<file path="src/rtl/uart_pkg.sv">
// Shared UART definitions: state encoding and frame constants, reusable by a future receiver.
package uart_pkg;

    typedef enum logic [2:0] {
        ST_IDLE   = 3'd0,
        ST_START  = 3'd1,
        ST_DATA   = 3'd2,
        ST_PARITY = 3'd3,
        ST_STOP   = 3'd4
    } uart_tx_state_t;

    localparam int   UART_DATA_BITS  = 8;
    localparam logic UART_STOP_LEVEL = 1'b1;

endpackage

</file>
<file path="src/rtl/uart_baud_counter.sv">
// Per-bit cycle counter: bit_done pulses on the last cycle of each serial bit.
module uart_baud_counter #(
    parameter int CLKS_PER_BIT = 10
) (
    input  logic clk,
    input  logic rst,
    input  logic clear,
    output logic bit_done
);

    logic [15:0] r_cnt;

    assign bit_done = (r_cnt == 16'(CLKS_PER_BIT - 1));

    // Wraps on its own at the end of every bit so consecutive bits need no clear.
    always_ff @(posedge clk or posedge rst) begin
        if (rst)
            r_cnt <= '0;
        else if (clear || bit_done)
            r_cnt <= '0;
        else
            r_cnt <= r_cnt + 16'd1;
    end

endmodule

</file>
<file path="src/rtl/uart_tx.sv">
// UART transmitter: 8N1 frames, or 8E1 when UART_TX_PARITY_EN is defined.
module uart_tx
    import uart_pkg::*;
#(
    parameter int CLKS_PER_BIT = 10
) (
    input  logic       clk,
    input  logic       rst,
    input  logic [7:0] cpu_to_uart_buf,
    input  logic       cpu_start_write,
    output logic       uart_out,
    output logic       write_busy,
    output logic       write_int
);

    uart_tx_state_t r_state, w_state_nx;
    logic [7:0]     r_shift, w_shift_nx;
    logic [2:0]     r_idx,   w_idx_nx;
    logic           r_out,   w_out_nx;
    logic           r_int,   w_int_nx;
    logic           w_bit_done;
    logic           w_clear;
`ifdef UART_TX_PARITY_EN
    logic           r_parity, w_parity_nx;
`endif

    uart_baud_counter #(.CLKS_PER_BIT(CLKS_PER_BIT)) u_baud (
        .clk      (clk),
        .rst      (rst),
        .clear    (w_clear),
        .bit_done (w_bit_done)
    );

    always_ff @(posedge clk or posedge rst) begin
        if (rst) begin
            r_state <= ST_IDLE;
            r_shift <= '0;
            r_idx   <= '0;
            r_out   <= UART_STOP_LEVEL;
            r_int   <= 1'b0;
`ifdef UART_TX_PARITY_EN
            r_parity <= 1'b0;
`endif
        end else begin
            r_state <= w_state_nx;
            r_shift <= w_shift_nx;
            r_idx   <= w_idx_nx;
            r_out   <= w_out_nx;
            r_int   <= w_int_nx;
`ifdef UART_TX_PARITY_EN
            r_parity <= w_parity_nx;
`endif
        end
    end

    // The line value for the next bit is computed one cycle ahead so uart_out stays a flop.
    always_comb begin
        w_state_nx = r_state;
        w_shift_nx = r_shift;
        w_idx_nx   = r_idx;
        w_out_nx   = r_out;
        w_int_nx   = 1'b0;
        w_clear    = (r_state == ST_IDLE);
`ifdef UART_TX_PARITY_EN
        w_parity_nx = r_parity;
`endif
        case (r_state)
            ST_IDLE: begin
                w_out_nx = UART_STOP_LEVEL;
                if (cpu_start_write) begin
                    w_state_nx = ST_START;
                    w_shift_nx = cpu_to_uart_buf;
                    w_idx_nx   = '0;
                    w_out_nx   = 1'b0;
`ifdef UART_TX_PARITY_EN
                    w_parity_nx = ^cpu_to_uart_buf;
`endif
                end
            end
            ST_START: begin
                if (w_bit_done) begin
                    w_state_nx = ST_DATA;
                    w_out_nx   = r_shift[0];
                end
            end
            ST_DATA: begin
                if (w_bit_done) begin
                    w_shift_nx = r_shift >> 1;
                    if (r_idx == 3'(UART_DATA_BITS - 1)) begin
`ifdef UART_TX_PARITY_EN
                        w_state_nx = ST_PARITY;
                        w_out_nx   = r_parity;
`else
                        w_state_nx = ST_STOP;
                        w_out_nx   = UART_STOP_LEVEL;
`endif
                    end else begin
                        w_idx_nx = r_idx + 3'd1;
                        w_out_nx = r_shift[1];
                    end
                end
            end
`ifdef UART_TX_PARITY_EN
            ST_PARITY: begin
                if (w_bit_done) begin
                    w_state_nx = ST_STOP;
                    w_out_nx   = UART_STOP_LEVEL;
                end
            end
`endif
            ST_STOP: begin
                if (w_bit_done) begin
                    w_state_nx = ST_IDLE;
                    w_out_nx   = UART_STOP_LEVEL;
                    w_int_nx   = 1'b1;
                end
            end
            default: begin
                w_state_nx = ST_IDLE;
                w_out_nx   = UART_STOP_LEVEL;
            end
        endcase
    end

    assign uart_out   = r_out;
    assign write_int  = r_int;
    assign write_busy = (r_state != ST_IDLE);

endmodule

</file>
<file path="config.mk">
export PLATFORM = sky130hd
export DESIGN_NAME = uart_tx
export DESIGN_NICKNAME = d
export VERILOG_FILES = /design/src/rtl/uart_pkg.sv /design/src/rtl/uart_baud_counter.sv /design/src/rtl/uart_tx.sv
export SDC_FILE = /design/constraint.sdc
export NUM_CORES = 1
export LEC_CHECK = 0
export BUFFER_PORTS_ARGS = -buffer_cell sky130_fd_sc_hd__buf_4
export CORE_MARGIN = 10
export CORE_UTILIZATION = 30
export CTS_CLUSTER_SIZE = 40
export DETAILED_ROUTE_END_ITERATION = 8
export PLACE_DENSITY_LB_ADDON = 0.25
export SLEW_MARGIN = 10
export SYNTH_ARGS = -nofsm -noshare
export SYNTH_HDL_FRONTEND = slang
export SYNTH_HIERARCHICAL = 1
export SYNTH_SLANG_ARGS = --single-unit
</file>
<file path="constraint.sdc">
create_clock -name clk -period 2.7 [get_ports clk]
set_input_delay 0.135 -clock clk [delete_from_list [all_inputs] [get_ports clk]]
set_output_delay 0.135 -clock clk [all_outputs]
set_load 0.03 [all_outputs]
</file>
==> results.toml <==
[global_route]
grt_pass1_wl_microns = 5790
met2_usage = 0.135
antenna_found_initial = 0
grt_util_met3 = 0.0304
grt_max_degree = 17
gr-total-overflow = 0
grt_usage = 0.0786
grt_pass1_vias = 1272
grtUsageMet1 = 0.0869
top_usage_layer = "met2"

[drt]
first_iter_violations = 10
routed_wl_microns = 3280
drtPass1Iterations = 4
drc = 0
wire_per_inst_microns = 13.4
vias = 1172
ant_nets = 0
viasPerCell = 4.80

[synthesis]
ys_types = 41
yosys_warnings = 6
syn_nets = 173
synth.cell_area_sq_um = 1730
synth_top_area_share = 0.448
yosysSeqAreaShare = 0.463
synth.area.top_cells = "dfrtp_1 45%, mux2_2 9.7%, xnor2_1 6.1%, nor2_1 3.7%, ha_1 2.9%"
synthesis.instances = 158
ys_ff_latch = 32
synth.avg_cell_area_sq_um = 11.0
yosysTopAreaCell = "dfrtp_1"

[clock_network]
ctsHoldBuffers = 1
clock-root-buffer = "clkbuf_8"
clk_latency_ps = 280
cts-resized-gates = 0
cts_buffers = 5
cts_tree = "done"
htree_levels = 2
clk_pin_slew_ps = 70
cts_post_setup_buffers_inserted = 0
cts.sinks = 32
clock_path_buffers = 2

[power]
leakage_nw = 0.832
powerDensity_nw_per_um2 = 765
peakVddDrop_v = 0.000358

[floorplan]
num_rows = 27
start_util = 0.313
io_pins = 14
die_w_microns = 96
die_h_microns = 96
core_sq_um = 5540
die_area_sq_um = 9220

[sta]
fin_skew_ps = 7.84
drv_slew = 0
grt_setup_unrepaired = "no"
setup_viol = 0
timing.fmax_mhz = 457
slew_headroom = 0.584
final-hold-violation-count = 0
fin_crit_ps = 2190
tightest_slew_ps = 624
tns_ps = 0
finalCritPeriodShare = 0.811

[min_path]
min_path_type = "primary input to flip-flop"
min_from = "cpu_to_uart_buf[7]"

[place]
gp_congestion = 0.792
numPortBuffers = 13
post-dp-hpwl_microns = 2380
placed_cell_area_sq_um = 1870

[worst_setup_path]
critical_path.endpoint = "r_shift[2]"
rrSetupSlack_ps = 510
reg2reg_depth = 7
reg2reg_to = "r_shift[2]"
path_class = "flip-flop to flip-flop"
critPathCaptureType = "flip-flop"
crit_arrival_ps = 2360
crit_start = "u_baud/r_cnt[1]"
crit_required_ps = 2870
rr_startpoint = "u_baud/r_cnt[1]"
startpoint_type = "flip-flop"
cp_max_fo = 13

[finish]
drive_gt1_frac = 0.273
fin_area_sq_um = 1990
fin_util = 0.358
antennaDiodeCount = 0
final_nets = 186
syn_to_final_growth_pct = 14.6

[flow_run]
cap_violations = 0

[outcome]
status = "completed"
==> worst min path at each step <==
stage | end | cells after the start | slack [ps]
finish | r_shift[7] | 2 | 120
global route | r_shift[7] | 2 | 120
CTS | r_shift[7] | 2 | 110
detailed placement | r_idx[0] | 2 | 260
global placement | u_baud/r_cnt[9] | 2 | 250
floorplan | r_idx[0] | 1 | 50
==> where the power goes <==
| group | leakage [nW] | switching, mW | internal [mW] |
|---|---|---|---|
| clock network | 0.0552 | 0.174 | 0.274 |
| registers | 0.415 | 0.121 | 0.597 |
| logic | 0.362 | 0.172 | 0.181 |
==> sequential cells by signal (all words and copies together) (netlist names) <==
register / cells
r_shift: 8
r_state: 3
uart_out: 1
r_idx: 3
u_baud/r_cnt: 16
write_int: 1
==> layout make-up <==
class,instances,area [sq um]
clock buffer,6,72.6
clock inverter,2,35.0
fill,569,3550
inverter,7,26.3
multi-input combinational,111,852
sequential,32,802
tap,72,90.1
timing repair buffer,14,108
==> placed cells by master, fill, tap and decap left out, types with 4 or more instances in the layout <==
| master | count |
|---|---|
| dfrtp_1 | 31 |
| mux2_2 | 15 |
| nor2_2 | 4 |
| nand3_1 | 6 |
| nand2_1 | 4 |
| clkbuf_8 | 5 |
| ha_1 | 4 |
| nor2_1 | 17 |
| nor4_1 | 7 |
| buf_4 | 13 |
| nor3_1 | 4 |
| inv_1 | 7 |
| xnor2_1 | 12 |
==> cells in the mapped netlist <==
cell type and instances:
dfstp_2 1, o211a_1 1, mux2_2 15, a32o_1 1, and3_2 1, ha_1 4, nor2_2 4, o21a_1 1
and3_1 1, dfrtp_1 31, inv_1 7, nor3b_1 2, nand2_1 4, a211oi_4 1, nand3_1 6, a211o_1 1
nand4_2 1, buf_6 2, and2b_2 1, nand4b_1 1, a21oi_1 2, nor2b_1 2, a22o_1 2, nand4bb_1 1
xnor2_1 12, a2111oi_0 2, or3_1 1, xor2_1 3, buf_2 6, nor4b_2 1, nor3b_4 1, nand3b_1 2
nand2b_1 3, and4_4 1, nor4_1 7, nor3_1 4, nand4_1 2, nor2_1 17, a21boi_0 1, o32ai_1 1
or2_1 1
==> per-layer routing <==
layer	wire length (microns)	part of all wire	vias to the layer above
met4	28	0.0085	0
met3	189	0.058	5
met2	1590	0.49	15
met5	0	0	-
li1	-	-	577
met1	1460	0.45	575
==> cell families after synthesis <==
| family | count (synthesis) | share of synthesized area |
|---|---|---|
| simple gates | 64 | 0.222 |
| compound gates | 13 | 0.0679 |
| buf+inv | 15 | 0.0455 |
| xor+xnor | 15 | 0.0758 |
| flops | 32 | 0.463 |
| mux | 15 | 0.0975 |
| fa+ha+maj | 4 | 0.0289 |
==> per-stage QoR <==
step           total power [mW]  setup WS (ps)  instances  hold slack, ps
6_report                   1.52            512        244             122
5_1_grt                    1.62            366        244             116
4_1_cts                    1.54            482        244             114
3_5_place_dp               1.09            504        235             260
3_3_place_gp               1.07            556        235             248
2_1_floorplan              1.01            791        158            48.0
==> critical path, cell delays in order, from the launching register on <==
cell,delay [ps]
dfrtp_1,410
inv_1,70
ha_1,130
nor3b_1,170
and4_4,350
nand2_1,110
a211oi_4,440
mux2_2,380
(Power assumes the default switching activity.)
